[src/rtl/mem_wb_stage_if.sv]
`default_nettype none
// ============================================================================
// Module      : mem_wb_stage_if
// Description : MEM-to-WB pipeline bundle: control, MEM entry, WB outputs.
// Revision    : 1.0 - initial release
// ============================================================================
interface mem_wb_stage_if;
  logic        stall;
  logic        flush;
  logic        m_valid;
  logic        m_regwrite;
  logic [1:0]  m_wbsel;
  logic [2:0]  m_ldtype;
  logic [4:0]  m_rd;
  logic [31:0] m_alu_out;
  logic [31:0] m_rdata;
  logic [31:0] m_pc8;
  logic        w_we;
  logic [4:0]  w_addr;
  logic [31:0] w_data;
  logic        w_valid;
  logic        misalign_err;
  logic [31:0] retire_cnt;

  modport master (
    output stall, flush, m_valid, m_regwrite, m_wbsel, m_ldtype, m_rd,
           m_alu_out, m_rdata, m_pc8,
    input  w_we, w_addr, w_data, w_valid, misalign_err, retire_cnt
  );

  modport slave (
    input  stall, flush, m_valid, m_regwrite, m_wbsel, m_ldtype, m_rd,
           m_alu_out, m_rdata, m_pc8,
    output w_we, w_addr, w_data, w_valid, misalign_err, retire_cnt
  );
endinterface
`default_nettype wire

[src/rtl/mem_wb_stage.sv]
`default_nettype none
// ============================================================================
// Module      : mem_wb_stage
// Description : MEM/WB pipeline register with load extraction, misalignment
//               detection and a retired-instruction counter.
// Revision    : 1.0 - initial release
// ============================================================================
module mem_wb_stage (
  input  logic            clk,
  input  logic            rst,
  mem_wb_stage_if.slave   bus
);

  localparam logic [2:0] c_LD_LB  = 3'b001;
  localparam logic [2:0] c_LD_LBU = 3'b010;
  localparam logic [2:0] c_LD_LH  = 3'b011;
  localparam logic [2:0] c_LD_LHU = 3'b100;

  localparam logic [1:0] c_WB_LOAD = 2'b01;
  localparam logic [1:0] c_WB_LINK = 2'b10;

  logic [1:0]  w_off;
  logic [7:0]  w_byte;
  logic [15:0] w_half;
  logic        w_is_half;
  logic        w_is_word;
  logic [31:0] w_load_data;
  logic        w_misalign;
  logic [31:0] w_wb_data;
  logic        w_we_next;
  logic [4:0]  w_addr_next;

  logic        r_valid;
  logic        r_we;
  logic [4:0]  r_addr;
  logic [31:0] r_data;
  logic        r_misalign;
  logic [31:0] r_retire_cnt;

  always_comb begin
    w_off = bus.m_alu_out[1:0];
    case (w_off)
      2'd0:    w_byte = bus.m_rdata[7:0];
      2'd1:    w_byte = bus.m_rdata[15:8];
      2'd2:    w_byte = bus.m_rdata[23:16];
      default: w_byte = bus.m_rdata[31:24];
    endcase
    w_half    = w_off[1] ? bus.m_rdata[31:16] : bus.m_rdata[15:0];
    w_is_half = (bus.m_ldtype == c_LD_LH) || (bus.m_ldtype == c_LD_LHU);
    // Undefined load types fall back to a full-word load
    w_is_word = !w_is_half && (bus.m_ldtype != c_LD_LB) && (bus.m_ldtype != c_LD_LBU);

    case (bus.m_ldtype)
      c_LD_LB:  w_load_data = {{24{w_byte[7]}}, w_byte};
      c_LD_LBU: w_load_data = {24'd0, w_byte};
      c_LD_LH:  w_load_data = {{16{w_half[15]}}, w_half};
      c_LD_LHU: w_load_data = {16'd0, w_half};
      default:  w_load_data = bus.m_rdata;
    endcase

    w_misalign = (bus.m_wbsel == c_WB_LOAD) &&
                 ((w_is_half && w_off[0]) || (w_is_word && (w_off != 2'b00)));

    case (bus.m_wbsel)
      c_WB_LOAD: w_wb_data = w_load_data;
      c_WB_LINK: w_wb_data = bus.m_pc8;
      default:   w_wb_data = bus.m_alu_out;
    endcase

    w_we_next   = bus.m_valid && bus.m_regwrite && (bus.m_rd != 5'd0) && !w_misalign;
    w_addr_next = w_we_next ? bus.m_rd : 5'd0;
  end

  always_ff @(posedge clk or negedge rst) begin
    if (!rst) begin
      r_valid      <= 1'b0;
      r_we         <= 1'b0;
      r_addr       <= 5'd0;
      r_data       <= 32'd0;
      r_misalign   <= 1'b0;
      r_retire_cnt <= 32'd0;
    end else if (bus.flush) begin
      r_valid    <= 1'b0;
      r_we       <= 1'b0;
      r_addr     <= 5'd0;
      r_data     <= 32'd0;
      r_misalign <= 1'b0;
    end else if (bus.stall) begin
      r_misalign <= 1'b0;
    end else begin
      r_valid    <= bus.m_valid;
      r_we       <= w_we_next;
      r_addr     <= w_addr_next;
      r_data     <= w_wb_data;
      r_misalign <= bus.m_valid && w_misalign;
      if (bus.m_valid) begin
        r_retire_cnt <= r_retire_cnt + 32'd1;
      end
    end
  end

  assign bus.w_valid      = r_valid;
  assign bus.w_we         = r_we;
  assign bus.w_addr       = r_addr;
  assign bus.w_data       = r_data;
  assign bus.misalign_err = r_misalign;
  assign bus.retire_cnt   = r_retire_cnt;

endmodule
`default_nettype wire
[src/flat_wrapper.sv]
// flat-port wrapper written by rule: the top's interface ports become plain ports
module mem_wb_stage_flat 
  (clk, rst, bus_stall, bus_flush, bus_m_valid, bus_m_regwrite, bus_m_wbsel, bus_m_ldtype, bus_m_rd, bus_m_alu_out, bus_m_rdata, bus_m_pc8, bus_w_we, bus_w_addr, bus_w_data, bus_w_valid, bus_misalign_err, bus_retire_cnt);
  mem_wb_stage_if bus_i ();
  input  logic clk;
  input  logic rst;
  input wire logic [$bits(bus_i.stall)-1:0] bus_stall;
  input wire logic [$bits(bus_i.flush)-1:0] bus_flush;
  input wire logic [$bits(bus_i.m_valid)-1:0] bus_m_valid;
  input wire logic [$bits(bus_i.m_regwrite)-1:0] bus_m_regwrite;
  input wire logic [$bits(bus_i.m_wbsel)-1:0] bus_m_wbsel;
  input wire logic [$bits(bus_i.m_ldtype)-1:0] bus_m_ldtype;
  input wire logic [$bits(bus_i.m_rd)-1:0] bus_m_rd;
  input wire logic [$bits(bus_i.m_alu_out)-1:0] bus_m_alu_out;
  input wire logic [$bits(bus_i.m_rdata)-1:0] bus_m_rdata;
  input wire logic [$bits(bus_i.m_pc8)-1:0] bus_m_pc8;
  output wire logic [$bits(bus_i.w_we)-1:0] bus_w_we;
  output wire logic [$bits(bus_i.w_addr)-1:0] bus_w_addr;
  output wire logic [$bits(bus_i.w_data)-1:0] bus_w_data;
  output wire logic [$bits(bus_i.w_valid)-1:0] bus_w_valid;
  output wire logic [$bits(bus_i.misalign_err)-1:0] bus_misalign_err;
  output wire logic [$bits(bus_i.retire_cnt)-1:0] bus_retire_cnt;
  assign bus_i.stall = bus_stall;
  assign bus_i.flush = bus_flush;
  assign bus_i.m_valid = bus_m_valid;
  assign bus_i.m_regwrite = bus_m_regwrite;
  assign bus_i.m_wbsel = bus_m_wbsel;
  assign bus_i.m_ldtype = bus_m_ldtype;
  assign bus_i.m_rd = bus_m_rd;
  assign bus_i.m_alu_out = bus_m_alu_out;
  assign bus_i.m_rdata = bus_m_rdata;
  assign bus_i.m_pc8 = bus_m_pc8;
  assign bus_w_we = bus_i.w_we;
  assign bus_w_addr = bus_i.w_addr;
  assign bus_w_data = bus_i.w_data;
  assign bus_w_valid = bus_i.w_valid;
  assign bus_misalign_err = bus_i.misalign_err;
  assign bus_retire_cnt = bus_i.retire_cnt;
  mem_wb_stage u_core (.clk(clk), .rst(rst), .bus(bus_i));
endmodule
[config.mk]
export PLATFORM = sky130hd
export DESIGN_NAME = mem_wb_stage_flat
export DESIGN_NICKNAME = d
export VERILOG_FILES = /design/src/rtl/mem_wb_stage_if.sv /design/src/rtl/mem_wb_stage.sv /design/src/flat_wrapper.sv
export SDC_FILE = /design/constraint.sdc
export NUM_CORES = 1
export LEC_CHECK = 0
export ABC_CLOCK_PERIOD_IN_PS = 3190
export CORE_UTILIZATION = 48
export CTS_BUF_LIST = sky130_fd_sc_hd__clkbuf_4 sky130_fd_sc_hd__clkbuf_8
export CTS_CLUSTER_SIZE = 14
export DETAILED_ROUTE_END_ITERATION = 10
export PLACE_DENSITY = 0.88
export SYNTH_ARGS = -nofsm -noshare
export SYNTH_HDL_FRONTEND = slang
export SYNTH_SLANG_ARGS = --single-unit
[constraint.sdc]
create_clock -name clk -period 3.19 [get_ports clk]
set_input_delay 0.4785 -clock clk [delete_from_list [all_inputs] [get_ports clk]]
set_output_delay 0.4785 -clock clk [all_outputs]
set_load 0.01 [all_outputs]
# After elaboration in Yosys (flattened, before gate mapping)
# Cells that the tools add are included.
# classes
addsub	1
eq_ne	11
n_mux	15
n_bitwise	2
reduce_logical	17
# ops
operator	count
one-hot mux 32 bit (4 select lines)	1
2-to-1 mux 32 bit	2
one-hot mux 32 bit (2 select lines)	1
adder 32 x 1 -> 32 bit (second input constant)	1
one-hot mux 8 bit (3 select lines)	1
2-to-1 mux 16 bit	1
2-to-1 mux 5 bit	3
logical AND 1 bit	9
equality test 3 x 2 -> 1 bit (second input constant)	2
2-to-1 mux 1 bit	6
nonzero test 5 bit	1
equality test 2 x 1 -> 1 bit (second input constant)	2
equality test 2 bit (second input constant)	2
equality test 3 x 1 -> 1 bit (second input constant)	1
equality test 3 bit (second input constant)	1
!= test 3 x 1 -> 1 bit (second input constant)	1
!= test 3 x 2 -> 1 bit (second input constant)	1
AND reduction 3 bit	1
zero test 1 bit	2
zero test 2 bit	1
logical OR 1 bit	2
!= test 2 x 1 -> 1 bit (second input constant)	1
NOT 1 bit	2
nonzero test 2 bit	1
# word_totals
reg_bits	72
word_cells	52

# Depth between registers and ports, before layout
# logic_depth
word_depth	13
mapped_depth	9

# Least setup slack after synthesis
# OpenSTA, ideal clock, no wires.
# synth_timing
path_type	input-to-reg
start	in bus_flush
end	reg u_core.r_retire_cnt[25] (netlist: u_core.bus.retire_cnt[25])
arrival_ps	1915
required_ps	3065
path_slack_ps	1150
stages	7
path_buffers	2
path_cell_list	or3b_1 > buf_6 > nor4_4 > and3_1 > buf_4 > nand3_2 > xnor2_1
# synth_via
elab_chain_cells	2
# synth_lines
element	line_no	text
start, declared	flat_wrapper.sv:8	input wire logic [$bits(bus_i.flush)-1:0] bus_flush;
NOT 1 bit (no source line)	--	
AND reduction 3 bit (no source line)	--	
end signal, assigned	mem_wb_stage.sv:97	r_retire_cnt <= r_retire_cnt + 32'd1;
end, declared	mem_wb_stage.sv:38	logic [31:0] r_retire_cnt;
# Every way passes these cells.
# A chain may end at the register's enable or synchronous reset.

# Worst setup path in the final report
# layout_timing
start	in bus_flush
end	reg u_core.r_data[19] (netlist: u_core.bus.w_data[19])
# layout_via
elab_chain_cells	1
elab_cells_between_ends	2
# layout_lines
element	line_no	text
!= test 2 x 1 -> 1 bit (no source line) / 2-to-1 mux 32 bit (equally long branches)	--	
end signal, assigned	mem_wb_stage.sv:94	r_data <= w_wb_data;
end, declared	mem_wb_stage.sv:36	logic [31:0] r_data;
# Several ways; a longest one is shown, not always the timed one.

==> impl_metrics.py <==
metrics = {
    "status": {
        "status": "finished, final reports clean",
    },
    "logic_synthesis": {
        "syn_area_per_cell_um2": 9.512,
        "synth_edf_count": 0,
        "ys_seq_area_frac": 0.4004,
        "synth.distinct_cells": 50,
        "async_flop_share": 1.000,
        "synth-seq-cells": 72,
        "synth_top_flop_cell": "dfrtp_1",
        "syn_nets": 588,
        "synth_area_mm2": 0.004499,
        "synth_warnings": 0,
        "syn_inst": 473,
    },
    "setup_path": {
        "start_kind": "input port",
        "critPathArrivalTime_ns": 2.75,
        "worstRegToRegCells": 5,
        "path_class": "input port to flop",
        "crit_end": "u_core.bus.w_data[19]$_DFFE_PN0P_",
        "r2r_setup_slack_ns": 1.27,
        "critPathLaunch": "bus_flush",
        "cp_max_fo": 16,
        "regToRegStartpoint": "u_core.bus.retire_cnt[3]$_DFFE_PN0P_",
        "r2r_end": "u_core.bus.retire_cnt[20]$_DFFE_PN0P_",
        "cp_data_required_time_ns": 3.48,
        "critPathCaptureType": "flop",
    },
    "floorplan": {
        "start_util": 0.5061,
        "placement_rows": 34,
        "dieArea_mm2": 0.009764,
        "core_mm2": 0.008891,
        "die_x_um": 98.82,
        "die_h_um": 98.82,
        "io_pins": 184,
    },
    "placed_design": {
        "routabilityCongestion": 0.9270,
        "detailed_place_hpwl_um": 11350,
        "place_area_mm2": 0.006442,
        "place.port_buffers": 183,
    },
    "timing": {
        "max_freq_mhz": 405.0,
        "period_share": 0.7741,
        "setup_viol": 0,
        "slew_viol_final": 0,
        "tightest_slew_ns": 0.9237,
        "relSlewSlack": 0.3842,
        "clock_skew_ns": 0.006301,
        "rsz0062_at_grt": "no",
        "period_minus_slack_ns": 2.469,
        "hold_viol_final": 0,
        "setup_tns_ns": 0,
    },
    "pwr": {
        "p_switching_mw": 0.7985,
        "ir_drop_mv": 0.2303,
        "pwr-share-seq": 0.415,
        "leakagePower_nw": 2.654,
        "power_density_mw_per_mm2": 380.8,
        "switching_share": 0.3155,
        "power_frac_comb": 0.281,
        "p_int_mw": 1.732,
        "clockPowerShare": 0.304,
    },
    "clocking": {
        "cts_made_buffers": 9,
        "cts_repair_resize_count": 0,
        "clock-sinks": 72,
        "cts_tree": "built",
        "clk_latency_ns": 0.36,
        "path_clk_slew_ns": 0.09,
        "htree_levels": 3,
        "cts-root-buf": "clkbuf_8",
        "ctsHoldBuffers": 0,
        "postCtsSetupBuffers": 0,
        "cts_max_path_buffers": 2,
    },
    "routing": {
        "drc": 0,
        "postRouteAntennaNets": 0,
        "wirelength_um": 15300,
        "routed-via-count": 4862,
        "via_per_inst": 6.423,
        "wl_per_cell_um": 20.20,
        "drt_first_pass_iters": 8,
        "drt_iter0_markers": 443,
    },
    "global_route": {
        "antenna_found_initial": 0,
        "grt_overflow": 0,
        "grt_pass1_wl_um": 24160,
        "use_met3": 0.05106,
        "grt_pass1_vias": 4802,
        "grtUsageMet1": 0.3926,
        "met2_usage": 0.5406,
        "grt_max_degree": 73,
        "top_usage_layer": "met2",
        "grt_usage": 0.3181,
    },
    "final_layout": {
        "final_cell_mix": "182 x clkdlybuf4s50_1, 72 x dfrtp_1, 63 x nand2_1",
        "final_layout_size_suffix_gt1_frac": 0.09245,
        "layout_commonest_cell": "clkdlybuf4s50_1",
        "area_growth_syn_to_layout_pct": 47.72,
        "layout.nets": 759,
        "post-route-util": 0.7475,
        "diodes": 0,
        "post-route-cell-area_mm2": 0.006646,
    },
    "run": {
        "drv_cap": 0,
    },
    "worst_hold_path": {
        "hp-class": "input port to asynchronous set/reset pin",
    },
}
## kinds of logic after synthesis
logic type,synth area share
compound gates,0.2681
simple gates,0.1499
flops,0.4004
buf+inv,0.04839
xor+xnor,0.06034
mux,0.06452
fa+ha+maj,0.008343
## cells in the mapped netlist, types with 2 or more instances
cell type / instances / area (µm²)
a2111o_1: 7 / 78.83
a211oi_1: 2 / 15.01
a21oi_1: 37 / 185.2
a221o_1: 7 / 70.07
a221oi_1: 15 / 131.4
a22o_1: 5 / 43.79
a22oi_1: 16 / 120.1
a31oi_1: 9 / 56.30
and2_1: 2 / 12.51
and3_1: 13 / 81.33
and4_1: 2 / 17.52
buf_2: 3 / 15.01
clkbuf_1: 32 / 120.1
dfrtp_1: 72 / 1802
ha_1: 3 / 37.54
inv_1: 16 / 60.06
mux2_2: 8 / 90.09
mux2i_1: 2 / 20.02
mux4_2: 8 / 180.2
nand2_1: 63 / 236.5
nand2b_1: 4 / 25.02
nand3_1: 6 / 30.03
nand3_2: 4 / 40.04
nand4_1: 4 / 25.02
nor2_1: 12 / 45.04
nor2b_1: 3 / 18.77
nor3_1: 2 / 10.01
nor4_4: 2 / 42.54
o211ai_1: 17 / 127.6
o21a_1: 7 / 52.55
o21ai_0: 18 / 90.09
o221ai_1: 16 / 140.1
o31ai_1: 9 / 67.56
or2_2: 2 / 12.51
xnor2_1: 27 / 236.5
xor2_1: 4 / 35.03
## per-layer routing
metal	wire, µm	vias up
met1	5718	2309
met5	0	-
met2	7413	358
li1	-	2137
met4	601	0
met3	1562	58
## sequential cells by signal (all words and copies together) (netlist names)
signal / cells
u_core.bus.misalign_err: 1
u_core.bus.retire_cnt: 32
u_core.bus.w_addr: 5
u_core.bus.w_data: 32
u_core.bus.w_valid: 1
u_core.bus.w_we: 1
## power by group through the flow
stage / sequential (mW) / combinational, mW / clock (mW)
6_report: 1.05 / 0.710 / 0.770
3_5_place_dp: 1.07 / 0.703 / 0
4_1_cts: 1.05 / 0.706 / 0.772
3_3_place_gp: 1.06 / 0.683 / 0
5_1_grt: 1.06 / 0.760 / 0.807
2_1_floorplan: 1.08 / 0.278 / 0
## cell type report
type	count	area [µm²]
Clock buffer	9	123.9
Tap cell	108	135.1
Sequential cell	72	1802
Fill cell	622	2245
Inverter	17	63.81
Multi-Input combinational cell	347	2482
Timing Repair Buffer	197	1959
Clock inverter	7	80.08
## per-stage QoR
| stage | worst slack, ns | power, mW | cells | hold WS [ns] |
|---|---|---|---|---|
| after floorplan | 1.150 | 1.361 | 473 | 0.1829 |
| after global placement | 0.4926 | 1.744 | 741 | 0.4630 |
| after detailed placement | 0.4245 | 1.769 | 741 | 0.4634 |
| after CTS | 0.7955 | 2.526 | 757 | 0.2817 |
| after global routing | 0.6072 | 2.628 | 757 | 0.3385 |
| final | 0.7207 | 2.531 | 757 | 0.2572 |
## worst min path at each step
stage,slack [ns],end,cells after the start
after floorplan,0.18,u_core.bus.misalign_err$_DFF_PN0_,0
after detailed placement,0.46,u_core.bus.retire_cnt[31]$_DFFE_PN0P_,1
after global routing,0.34,u_core.bus.retire_cnt[3]$_DFFE_PN0P_,1
after global placement,0.46,u_core.bus.retire_cnt[31]$_DFFE_PN0P_,1
final,0.26,u_core.bus.w_data[2]$_DFFE_PN0P_,1
after CTS,0.28,u_core.bus.w_data[8]$_DFFE_PN0P_,1
## critical path, stage by stage
cell             delay (ns)
clkdlybuf4s50_1        0.44
buf_4                  0.20
nor2_1                 0.22
nand2_1                0.17
nor4b_4                0.80
o221ai_1               0.29
o211ai_1               0.15
Note: power is estimated with default switching activity, not from simulation.
